==> src/rtl/bsg_reset_seq_pkg.sv <==
// Shared types and helpers for the ordered reset sequencer.
package bsg_reset_seq_pkg;

  typedef enum logic [1:0] {
    eAssert  = 2'd0,
    eRelease = 2'd1,
    eDone    = 2'd2
  } bsg_reset_seq_state_e;

  // The counter must hold both the widest delay field and assert_cycles-1.
  function automatic int unsigned bsg_reset_seq_ctr_width(input int unsigned delay_width,
                                                          input int unsigned assert_cycles);
    int unsigned assert_w;
    assert_w = $clog2(assert_cycles);
    return (delay_width > assert_w) ? delay_width : assert_w;
  endfunction

endpackage

==> src/rtl/bsg_reset_seq_down_ctr.sv <==
// Loadable down-counter with async active-low clear to a parameterised value.
// It stops at zero and reports zero through zero_o.
module bsg_reset_seq_down_ctr #(
  parameter int unsigned           width_p     = 8,
  parameter logic [width_p-1:0]    reset_val_p = {width_p{1'b0}}
) (
  input  logic               clk_i,
  input  logic               reset_n_i,
  input  logic               load_i,
  input  logic [width_p-1:0] load_val_i,
  input  logic               dec_i,
  output logic               zero_o
);

  logic [width_p-1:0] cnt_q, cnt_d;

  assign zero_o = (cnt_q == {width_p{1'b0}});

  // load wins over decrement; the count never wraps below zero
  always_comb begin
    cnt_d = cnt_q;
    if (load_i) begin
      cnt_d = load_val_i;
    end else if (dec_i && !zero_o) begin
      cnt_d = cnt_q - width_p'(1'b1);
    end else begin
      cnt_d = cnt_q;
    end
  end

  always_ff @(posedge clk_i or negedge reset_n_i) begin
    if (!reset_n_i) begin
      cnt_q <= reset_val_p;
    end else begin
      cnt_q <= cnt_d;
    end
  end

endmodule

==> src/rtl/bsg_reset_sequencer.sv <==
// Ordered reset sequencer: holds all resets for assert_cycles_p cycles, then
// releases channel i after delays_i field i + 1 cycles, in ascending order.
module bsg_reset_sequencer
  import bsg_reset_seq_pkg::*;
#(
  parameter int unsigned els_p           = 4,
  parameter int unsigned delay_width_p   = 8,
  parameter int unsigned assert_cycles_p = 16
) (
  input  logic                             clk_i,
  input  logic                             reset_n_i,
  input  logic                             req_v_i,
  output logic                             req_ready_o,
  input  logic [els_p*delay_width_p-1:0]   delays_i,
  output logic [els_p-1:0]                 resets_o,
  output logic                             done_o
);

  localparam int unsigned ctr_w_lp = bsg_reset_seq_ctr_width(delay_width_p, assert_cycles_p);
  localparam int unsigned idx_w_lp = (els_p > 32'd1) ? $clog2(els_p) : 32'd1;
  localparam int unsigned sel_w_lp = (els_p * delay_width_p > 32'd1)
                                     ? $clog2(els_p * delay_width_p) : 32'd1;
  localparam logic [idx_w_lp-1:0] last_idx_lp   = idx_w_lp'(els_p - 32'd1);
  localparam logic [ctr_w_lp-1:0] assert_val_lp = ctr_w_lp'(assert_cycles_p - 32'd1);

  bsg_reset_seq_state_e state_q, state_d;
  logic [idx_w_lp-1:0]  idx_q, idx_d;
  logic [els_p-1:0]     resets_q, resets_d;
  logic                 done_q, done_d;

  logic                     ctr_load_s;
  logic                     ctr_dec_s;
  logic [ctr_w_lp-1:0]      ctr_load_val_s;
  logic                     ctr_zero_s;
  logic [idx_w_lp-1:0]      dly_sel_s;
  logic [sel_w_lp-1:0]      dly_base_s;
  logic [delay_width_p-1:0] dly_field_s;

  // Field 0 is loaded on leaving eAssert; otherwise the next channel's field.
  assign dly_sel_s   = (state_q == eRelease && idx_q != last_idx_lp)
                       ? idx_q + idx_w_lp'(1'b1) : {idx_w_lp{1'b0}};
  assign dly_base_s  = sel_w_lp'(dly_sel_s) * sel_w_lp'(delay_width_p);
  assign dly_field_s = delays_i[dly_base_s +: delay_width_p];

  bsg_reset_seq_down_ctr #(
    .width_p     (ctr_w_lp),
    .reset_val_p (assert_val_lp)
  ) u_ctr (
    .clk_i      (clk_i),
    .reset_n_i  (reset_n_i),
    .load_i     (ctr_load_s),
    .load_val_i (ctr_load_val_s),
    .dec_i      (ctr_dec_s),
    .zero_o     (ctr_zero_s)
  );

  always_ff @(posedge clk_i or negedge reset_n_i) begin
    if (!reset_n_i) begin
      state_q <= eAssert;
    end else begin
      state_q <= state_d;
    end
  end

  always_comb begin
    state_d = state_q;
    case (state_q)
      eAssert: begin
        if (ctr_zero_s) state_d = eRelease;
        else            state_d = eAssert;
      end
      eRelease: begin
        if (ctr_zero_s && idx_q == last_idx_lp) state_d = eDone;
        else                                    state_d = eRelease;
      end
      eDone: begin
        if (req_v_i) state_d = eAssert;
        else         state_d = eDone;
      end
      default: state_d = eAssert;
    endcase
  end

  // Counter control plus next values of idx and the registered outputs
  always_comb begin
    idx_d          = idx_q;
    resets_d       = resets_q;
    done_d         = done_q;
    ctr_load_s     = 1'b0;
    ctr_dec_s      = 1'b0;
    ctr_load_val_s = ctr_w_lp'(dly_field_s);
    case (state_q)
      eAssert: begin
        idx_d = {idx_w_lp{1'b0}};
        if (ctr_zero_s) begin
          ctr_load_s = 1'b1;
        end else begin
          ctr_dec_s = 1'b1;
        end
      end
      eRelease: begin
        if (ctr_zero_s) begin
          resets_d[idx_q] = 1'b0;
          if (idx_q == last_idx_lp) begin
            done_d = 1'b1;
          end else begin
            idx_d      = idx_q + idx_w_lp'(1'b1);
            ctr_load_s = 1'b1;
          end
        end else begin
          ctr_dec_s = 1'b1;
        end
      end
      eDone: begin
        if (req_v_i) begin
          resets_d       = {els_p{1'b1}};
          done_d         = 1'b0;
          idx_d          = {idx_w_lp{1'b0}};
          ctr_load_s     = 1'b1;
          ctr_load_val_s = assert_val_lp;
        end else begin
          done_d = 1'b1;
        end
      end
      default: begin
        resets_d       = {els_p{1'b1}};
        done_d         = 1'b0;
        idx_d          = {idx_w_lp{1'b0}};
        ctr_load_s     = 1'b1;
        ctr_load_val_s = assert_val_lp;
      end
    endcase
  end

  always_ff @(posedge clk_i or negedge reset_n_i) begin
    if (!reset_n_i) begin
      idx_q    <= {idx_w_lp{1'b0}};
      resets_q <= {els_p{1'b1}};
      done_q   <= 1'b0;
    end else begin
      idx_q    <= idx_d;
      resets_q <= resets_d;
      done_q   <= done_d;
    end
  end

  assign resets_o    = resets_q;
  assign done_o      = done_q;
  assign req_ready_o = (state_q == eDone);

endmodule
==> config.mk <==
export PLATFORM = sky130hd
export DESIGN_NAME = bsg_reset_sequencer
export DESIGN_NICKNAME = d
export VERILOG_FILES = /design/src/rtl/bsg_reset_seq_pkg.sv /design/src/rtl/bsg_reset_seq_down_ctr.sv /design/src/rtl/bsg_reset_sequencer.sv
export SDC_FILE = /design/constraint.sdc
export NUM_CORES = 1
export LEC_CHECK = 0
export CAP_MARGIN = 25
export CORE_MARGIN = 2
export CORE_UTILIZATION = 48
export CTS_BUF_LIST = sky130_fd_sc_hd__clkbuf_8
export DETAILED_ROUTE_END_ITERATION = 8
export GPL_TIMING_DRIVEN = 0
export MAX_ROUTING_LAYER = met4
export PLACE_DENSITY = 0.79
export SLEW_MARGIN = 5
export SYNTH_ARGS = -nofsm -noshare
export SYNTH_HDL_FRONTEND = slang
export SYNTH_SLANG_ARGS = --single-unit
export TNS_END_PERCENT = 100
==> constraint.sdc <==
create_clock -name clk_i -period 5.1 [get_ports clk_i]
set_clock_uncertainty 0.2 [all_clocks]
set_input_delay 0.51 -clock clk_i [delete_from_list [all_inputs] [get_ports clk_i]]
set_output_delay 0.51 -clock clk_i [all_outputs]
set_load 0.1 [all_outputs]
After elaboration in Yosys (flattened, before gate mapping)
Cells that the tools add are included.

Flip-flop bits (word level): 17. Bits in latches: 0. Bits in writable memories: 0. Bits in read-only memories: 0. Output and inout bits: 6. Word-level logic and storage cells: 62. Memories: 0.

Add/sub/neg operators: 2. Multipliers: 0. Div/mod/pow operators: 0. Magnitude comparators: 2. Equality and inequality tests: 8. Shift operators: 1. Mux-type cells: 29. Bitwise gates (word level): 3. Reduce and logical (&&, ||, !) cells: 12.

Operators with widths (count): 32-bit by 6-bit variable part select with 8-bit output (1); 8-bit two-way mux (3); 8-bit one-hot mux with 2 select lines (1); 2-bit two-way mux (6); 4-bit one-hot mux with 3 select lines (1); 1-bit two-way mux (11); 3-bit AND reduction (3); 8-bit logical NOT (1); 4-bit two-way mux (2); 2-bit != test (second input constant) (4); 8-bit by 1-bit subtractor with 8-bit output (second input constant) (1); 1-bit one-hot mux with 3 select lines (2); 2-bit one-hot mux with 3 select lines (1); 4-bit bitwise AND (1); 2-bit == test (second input constant) (2); 1-bit logical AND (4); 4-bit NOT (1); 2-bit one-hot mux with 2 select lines (1); 2-bit by 3-bit < comparator with 1-bit output (second input constant) (1); 2-bit by 1-bit adder with 2-bit output (second input constant) (1); 1-bit demux with 2-bit select (1); 2-bit by 1-bit == test with 1-bit output (second input constant) (1); 2-bit by 1-bit greater-or-equal comparator with 1-bit output (second input constant) (1); 2-bit logical NOT (1); other kinds (5) (5).

Longest topological paths before layout
Gate-level depths: netlist of the first run.

Depth in word-level cells: 8. Gate-level depth with buffers: 8.

Hierarchy
A second synthesis of the first run with hierarchy kept.

Cell total of the unflattened synthesis: 158. Area, all modules: 1390.1 sq um.

Modules (own cells, without submodules): bsg_reset_sequencer (times used 1, cells each 100, area each 857.1 sq um, sequential area each 230.2 sq um); bsg_reset_seq_down_ctr (times used 1, cells each 58, area each 533.0 sq um, sequential area each 205.2 sq um).

Worst setup path after synthesis of the first run
Ideal clock, no wire load.

Path kind: flip-flop to flip-flop. Start: register state_q[0]. End: register u_ctr.cnt_q[6]. Library setup time: 0.079 ns. Data arrival time: 2.150 ns. Data required time: 4.821 ns. Setup slack: 2.671 ns. Cell stages (with the launch flop): 7. Path buffers: 0. Cells stage by stage: dfrtp_1 -> inv_1 -> ha_1 -> nand2b_1 -> a221oi_1 -> o221ai_1 -> mux2i_1.

RTL lines: start: declaration (line bsg_reset_sequencer.sv:26) `bsg_reset_seq_state_e state_q, state_d;`; start signal: assignment (line bsg_reset_sequencer.sv:59) `state_q <= eAssert;`; start signal: assignment (line bsg_reset_sequencer.sv:61) `state_q <= state_d;`; 2-bit == test *; named net req_ready_o (line bsg_reset_sequencer.sv:13) `output logic req_ready_o,`; 1-bit one-hot mux with 3 select lines / 8-bit one-hot mux with 2 select lines (equally long branches) (line bsg_reset_sequencer.sv:92) `case (state_q)`; 8-bit two-way mux / 2-bit nonzero test (equally long branches); end signal: assignment (line bsg_reset_seq_down_ctr.sv:33) `cnt_q <= reset_val_p;`; end signal: assignment (line bsg_reset_seq_down_ctr.sv:35) `cnt_q <= cnt_d;`; end: declaration (line bsg_reset_seq_down_ctr.sv:15) `logic [width_p-1:0] cnt_q, cnt_d;`.

The timed path passes the listed nets; every way through them passes the cells marked *. A chain may end at the register's enable or synchronous reset.

Worst setup path after layout of the first run
Start: register state_q[0]. End: output req_ready_o.

Word-level cells in the longest chain between the ends: 1.

RTL lines: 2-bit == test (line bsg_reset_sequencer.sv:149) `assign req_ready_o = (state_q == eDone);`; end: declaration (line bsg_reset_sequencer.sv:13).

No other way between the ends.

==> results of run 1 <==
==> path summary, 6_finish.rpt <==
kind	start	end	slack, ns	cells past startpoint
setup / recovery	state_q[0]	req_ready_o	2.19	3
hold / removal	resets_o[0]	resets_o[0]	0.31	1
setup reg to reg	idx_q[0]	u_ctr.cnt_q[2]	2.42	8
hold reg to reg	resets_o[0]	resets_o[0]	0.31	1
max in group asynchronous	reset_n_i	state_q[1]	3.71	1
min in group asynchronous	reset_n_i	u_ctr.cnt_q[7]	0.50	1
==> worst max-delay path: stages (launching register included) <==
cell and delay (ns):
dfrtp_1 0.40, inv_1 0.09, ha_1 0.28, clkdlybuf4s50_1 1.18
==> power by group <==
group | internal, mW | switching, mW
Clock | 0.0534 | 0.0449
Combinational | 0.206 | 0.244
Sequential | 0.190 | 0.0595
Total | 0.449 | 0.349
==> metrics by stage <==
step	instance area (µm²)	utilization [%]	std cells	hold slack, ns
final	2073	67.36	263	0.3072
after global routing	2073	67.36	263	0.3281
after CTS	2073	67.36	263	0.3103
after detailed placement	2028	65.89	259	0.3014
after global placement	2028	65.89	259	0.2983
after floorplan	1573	-	175	0.01441
==> cells by family after synthesis <==
family,synth area share (%)
multiplexers,9.705
AO/OA/AOI/OAI,25.30
AND/OR/NAND/NOR,23.79
adder cells (fa/ha/maj),7.160
buffers and inverters,6.364
flip-flops,27.69
==> synthesized netlist by cell type (all sizes together), types with 5 or more instances <==
library cell  instances
dfrtp                 9
inv                   9
a21oi                 7
nor2                 17
a2bb2oi               5
o221ai                5
dfstp                 8
mux2i                13
ha                    9
nand2                 9
buf                   9
a21o                  6
nor2b                 5
nand3                 5
==> sequential cells by signal, summed over array words and instances, names as in the netlist <==
name	cells
done_o	1
u_ctr.cnt_q	8
state_q	2
idx_q	2
resets_o	4
==> metal layers <==
layer / part of all wire (%) / global-route usage [%] / up-vias
met3: 6.5 / 2.521 / 13
met4: 2.7 / 11.18 / 0
li1: - / - / 758
met5: 0 / - / -
met2: 49 / 43.01 / 81
met1: 42 / 32.73 / 747
==> area by class of cell <==
| class | count | area share (%) |
|---|---|---|
| buffer | 11 | 3.199 |
| clock buffer | 3 | 1.992 |
| clock inverter | 1 | 0.1810 |
| inverter | 9 | 1.629 |
| multi-input combinational | 138 | 50.03 |
| sequential | 17 | 21.00 |
| tap | 44 | 2.655 |
| timing repair buffer | 40 | 19.31 |
==> impl_metrics.yaml, run 1 <==
worst_setup_path:
  path_max_fanout: 6
  worst-endpoint-required_ns: 4.39
  worstPathArrival_ns: 2.20
  end_kind: "output port"
  critPathKind: "reg2out"
  startpoint_type: "flop"
clock_network:
  cts_tree: "yes"
  cts_buffers: 3
  cts_hold_buffers: 0
  path_clk_slew_ns: 0.06
  cts_setup_buffers: 0
  cts_root_buffer: "clkbuf_8"
  cts_buffer_depth: 2
  cts_sinks: 17
  cts_resized: 0
  cts_htree_levels: 1
  clk_latency_ns: 0.25
sta:
  setup-violations-final: 0
  relSlewSlack_pct: 34.14
  timing.final.ws_setup_ns: 2.192
  hold_violations: 0
  layout_min_cycle_time_ns: 2.908
  timing.fmax_ghz: 0.3439
  fin_setup_tns_ns: 0
  final_max_slew_viol_count: 0
  fin_crit_sh_pct: 57.02
  rsz0062_at_grt: "false"
  worstMarginPinSlew_ns: 0.9848
routing:
  routedWlPerCell_um: 16.48
  via_per_inst: 6.080
  vias: 1599
  dr.pass1.iters: 4
  first_iter_violations: 55
  final_antenna_net_count: 0
  drc: 0
  drt-total-wl_um: 4334
flow_run:
  cap_violations: 0
layout:
  multi_input_area_um2: 1037
  final_net_count: 264
  nFillCells: 255
  drive_gt1_share_pct: 13.70
  final_cell_mix: "clkdlybuf4s50_1, nor2_1, mux2i_1"
  layout_commonest_cell: "clkdlybuf4s50_1"
  seqCellArea_um2: 435.4
  area_growth_pct: 31.82
  antenna_cells: 0
place:
  pre_cts_ws_ns: 2.444
  place_congestion: 0.8981
  port_buffers: 40
  dp.final_hpwl_um: 3447
synthesis:
  postSynthAreaPerCell_um2: 8.987
  synth_cell_types: 54
  async_reset_ff_share_pct: 100.0
  yosysTopAreaCellShare_pct: 14.32
  ys.flop_type: "dfrtp_1"
  ys_warn_count: 0
  synth_top_area_cell: "dfrtp_1"
  ys_top_cells_by_area: "dfrtp_1, dfstp_2, mux2i_1"
  syn_inst: 175
  netlist_area_um2: 1573
  ys_ff_latch: 17
  synth-edff-count: 0
  ys_seq_area_share_pct: 27.68
  syn-num-nets: 219
floorplan:
  die_x_um: 61.24
  core-area_um2: 3078
  fp-row-count: 20
  initial_core_util_pct: 51.10
  io_pins: 41
  die-area_um2: 3750
  dieHeight_um: 61.24
global_routing:
  antenna_found_initial: 0
  grt-ovfl-total: 0
  grt_pass1_wl_um: 7058
  grt_pass1_vias: 1536
  grt_max_degree: 18
  grt_usage_pct: 26.21
min_path:
  hold_path.class: "reg2reg"
power:
  p_leak_nw: 0.8054
  total_power_uw: 797.9
  vdd.ir_drop.worst_mv: 0.1344
  power.density_nw_per_um2: 384.9
status:
  status: "finished, final reports clean"
Note: power is estimated with default switching activity, not from simulation.
==> run 2, diff against run 1 <==
--- a/config.mk
+++ b/config.mk
@@ -7,7 +7,7 @@
 export LEC_CHECK = 0
 export CAP_MARGIN = 25
 export CORE_MARGIN = 2
-export CORE_UTILIZATION = 48
+export CORE_UTILIZATION = 46
 export CTS_BUF_LIST = sky130_fd_sc_hd__clkbuf_8
 export DETAILED_ROUTE_END_ITERATION = 8
 export GPL_TIMING_DRIVEN = 0
==> constraint.sdc (replaced) <==
create_clock -name clk_i -period 2.4 [get_ports clk_i]
set_clock_uncertainty 0.2 [all_clocks]
set_input_delay 0.24 -clock clk_i [delete_from_list [all_inputs] [get_ports clk_i]]
set_output_delay 0.24 -clock clk_i [all_outputs]
set_load 0.1 [all_outputs]
==> run 2 against run 1 <==
Clock power rose by 130%. Core utilization is 2.8 points lower. Setup slack lost 2.1 ns. Routed wire length rose by 12%. Combinational power grew 120%. Sequential power up 110%. Critical endpoint is now resets_o[3]. Hold slack lost 0.066 ns. Global-route usage is 0.57 points lower. First-iteration DRC count increased by 130%. Register-to-register slack lost 2.3 ns.
==> impl_metrics.yaml, run 2 (same netlist as run 1, synthesis figures left out) <==
worst_setup_path:
  worstPathArrival_ns: 1.91
  r2r_start: "idx_q[0]"
  worstPathCellList: "clkdlybuf4s50_1"
  rrSetupSlack_ns: 0.10
  reg2reg_depth: 7
  slowest_delay_ns: 1.13
  end_kind: "output port"
  startpoint_type: "flop"
  critPathKind: "reg2out"
  crit_family: "buffers and inverters"
  critPathBufInv: 1
  rr_endpoint: "u_ctr.cnt_q[4]"
  slowest_stage: "clkdlybuf4s50_1"
  worst-endpoint-required_ns: 1.96
  path_max_fanout: 2
clock_network:
  path_clk_slew_ns: 0.08
  cts_hold_buffers: 0
  cts_htree_levels: 1
  cts_buffers: 3
  cts_buffer_depth: 2
  cts_root_buffer: "clkbuf_8"
  cts_sinks: 17
  clk_latency_ns: 0.26
  cts_tree: "yes"
floorplan:
  initial_core_util_pct: 47.51
  core-area_um2: 3311
  io_pins: 41
  fp-row-count: 21
  die_x_um: 62.47
  dieHeight_um: 62.47
  die-area_um2: 3903
sta:
  relSlewSlack_pct: 35.13
  setup-violations-final: 0
  final_max_slew_viol_count: 0
  rsz0062_at_grt: "false"
  fin_setup_tns_ns: 0
  hold_slack_ns: 0.2411
  timing.fmax_ghz: 0.4248
  hold_violations: 0
  layout_min_cycle_time_ns: 2.354
  fin_crit_sh_pct: 98.08
  worstMarginPinSlew_ns: 0.9700
status:
  status: "finished, final reports clean"
routing:
  dr.pass1.iters: 4
  vias: 1650
  routedWlPerCell_um: 17.97
  drc: 0
  final_antenna_net_count: 0
  first_iter_violations: 127
  drt-total-wl_um: 4833
  via_per_inst: 6.134
power:
  intPower_uw: 970.1
  sequentialPowerShare_pct: 30.2
  p_clk_share_pct: 13.0
  combinationalPowerShare_pct: 56.8
  power.density_nw_per_um2: 821.9
  switching_share_pct: 44.77
  vdd.ir_drop.worst_mv: 0.4587
  p_leak_nw: 0.8281
  power.switching_uw: 786.4
min_path:
  hold_path.class: "in2async"
global_routing:
  grt_pass1_wl_um: 7866
  antenna_found_initial: 0
  grt_max_degree: 18
  grt_usage_pct: 25.64
  grt_pass1_vias: 1653
  grt-ovfl-total: 0
place:
  place_congestion: 0.9813
  dp.final_hpwl_um: 3548
  port_buffers: 40
layout:
  area_growth_pct: 35.88
  largest_reg_flops: 8
  final_util_pct: 64.55
  antenna_cells: 0
  nFillCells: 303
  layout_commonest_cell: "clkdlybuf4s50_1"
  final_net_count: 268
  top_register: "u_ctr.cnt_q"
  final_cell_mix: "clkdlybuf4s50_1, nor2_1, mux2i_1"
  drive_gt1_share_pct: 18.39
flow_run:
  cap_violations: 0
run 2: changes by cell type in the layout (fill, tap and decap cells not counted), sizes merged:
cell / previous run / this run
buf: 9 / 13
clkdlybuf4s50: 40 / 37
clkinv: 0 / 1
clkinvlp: 0 / 1
dlygate4sd2: 0 / 1
dlymetal6s2s: 0 / 2
inv: 10 / 8
run 2: per-layer routing:
layer	global-route usage (%)	part of all wire, %	up-vias
met3	3.964	6.0	8
met4	10.28	1.4	0
met1	32.66	42	813
li1	-	-	766
met5	-	0	-
met2	40.86	51	63
run 2: final cells by class:
type	count	area (µm²)	area share (%)
Multi-Input combinational cell	138	1051	49.18
Clock buffer	3	41.29	1.932
Tap cell	46	57.56	2.693
Sequential cell	17	436.7	20.43
Inverter	9	37.54	1.756
Buffer	11	73.82	3.454
Timing Repair Buffer	44	434.2	20.32
Clock inverter	1	5.005	0.2342
run 2: per-stage QoR:
| step | area (µm²) | std cells | setup WS [ns] | power (mW) |
|---|---|---|---|---|
| after floorplan | 1575 | 175 | 0.2758 | 1.216 |
| after CTS | 2081 | 265 | 0.01239 | 1.719 |
| after global placement | 2033 | 261 | -0.2150 | 1.454 |
| after detailed placement | 2033 | 261 | -0.2576 | 1.477 |
| final | 2137 | 269 | 0.04603 | 1.757 |
| after global routing | 2137 | 269 | 0.01069 | 1.879 |
run 2: power groups by stage:
stage / registers, mW / logic (mW) / clock network [mW]
after floorplan: 0.539 / 0.676 / 0
after global placement: 0.526 / 0.928 / 0
after detailed placement: 0.530 / 0.947 / 0
after CTS: 0.527 / 0.965 / 0.228
after global routing: 0.549 / 1.08 / 0.249
final: 0.530 / 0.998 / 0.228
run 2: worst max path at each step:
stage / start / to / slack, ns / depth (start not counted)
3_5_place_dp: idx_q[0] / u_ctr.cnt_q[2] / -0.26 / 8
5_1_grt: idx_q[0] / u_ctr.cnt_q[6] / 0.01 / 7
6_report: resets_o[3] / resets_o[3] / 0.05 / 1
2_1_floorplan: idx_q[0] / u_ctr.cnt_q[2] / 0.28 / 8
3_3_place_gp: idx_q[0] / u_ctr.cnt_q[2] / -0.21 / 8
4_1_cts: idx_q[0] / u_ctr.cnt_q[2] / 0.01 / 8
run 2: repair_timing:
item	CTS	global route
resized for setup	3	8
setup endpoints to repair	6	7
setup buffers	0	4
==> run 3, diff against run 2 <==
--- a/config.mk
+++ b/config.mk
@@ -5,9 +5,9 @@
 export SDC_FILE = /design/constraint.sdc
 export NUM_CORES = 1
 export LEC_CHECK = 0
-export CAP_MARGIN = 25
+export CAP_MARGIN = 15
 export CORE_MARGIN = 2
-export CORE_UTILIZATION = 46
+export CORE_UTILIZATION = 48
 export CTS_BUF_LIST = sky130_fd_sc_hd__clkbuf_8
 export DETAILED_ROUTE_END_ITERATION = 8
 export GPL_TIMING_DRIVEN = 0
@@ -17,4 +17,4 @@
 export SYNTH_ARGS = -nofsm -noshare
 export SYNTH_HDL_FRONTEND = slang
 export SYNTH_SLANG_ARGS = --single-unit
-export TNS_END_PERCENT = 100
+export TNS_END_PERCENT = 30
==> constraint.sdc (replaced) <==
create_clock -name clk_i -period 2.89 [get_ports clk_i]
set_clock_uncertainty 0.2 [all_clocks]
set_input_delay 0.289 -clock clk_i [delete_from_list [all_inputs] [get_ports clk_i]]
set_output_delay 0.289 -clock clk_i [all_outputs]
set_load 0.1 [all_outputs]
==> results of run 3 <==
Same layout as run 1 (identical final DEF). Status: finished, final reports clean.
Main changes from that run: setup slack after placement 2.444 ns -> 0.2339 ns; clock-pin slew on the worst setup and hold paths 0.06 ns -> 0.07 ns; setup slack after layout 2.192 ns -> 0.2032 ns; hold slack 0.3072 ns -> 0.2829 ns; register-to-register setup slack 2.42 ns -> 0.21 ns; total power 0.7979 mW -> 1.408 mW; worst IR drop on VDD 0.1344 mV -> 0.2372 mV
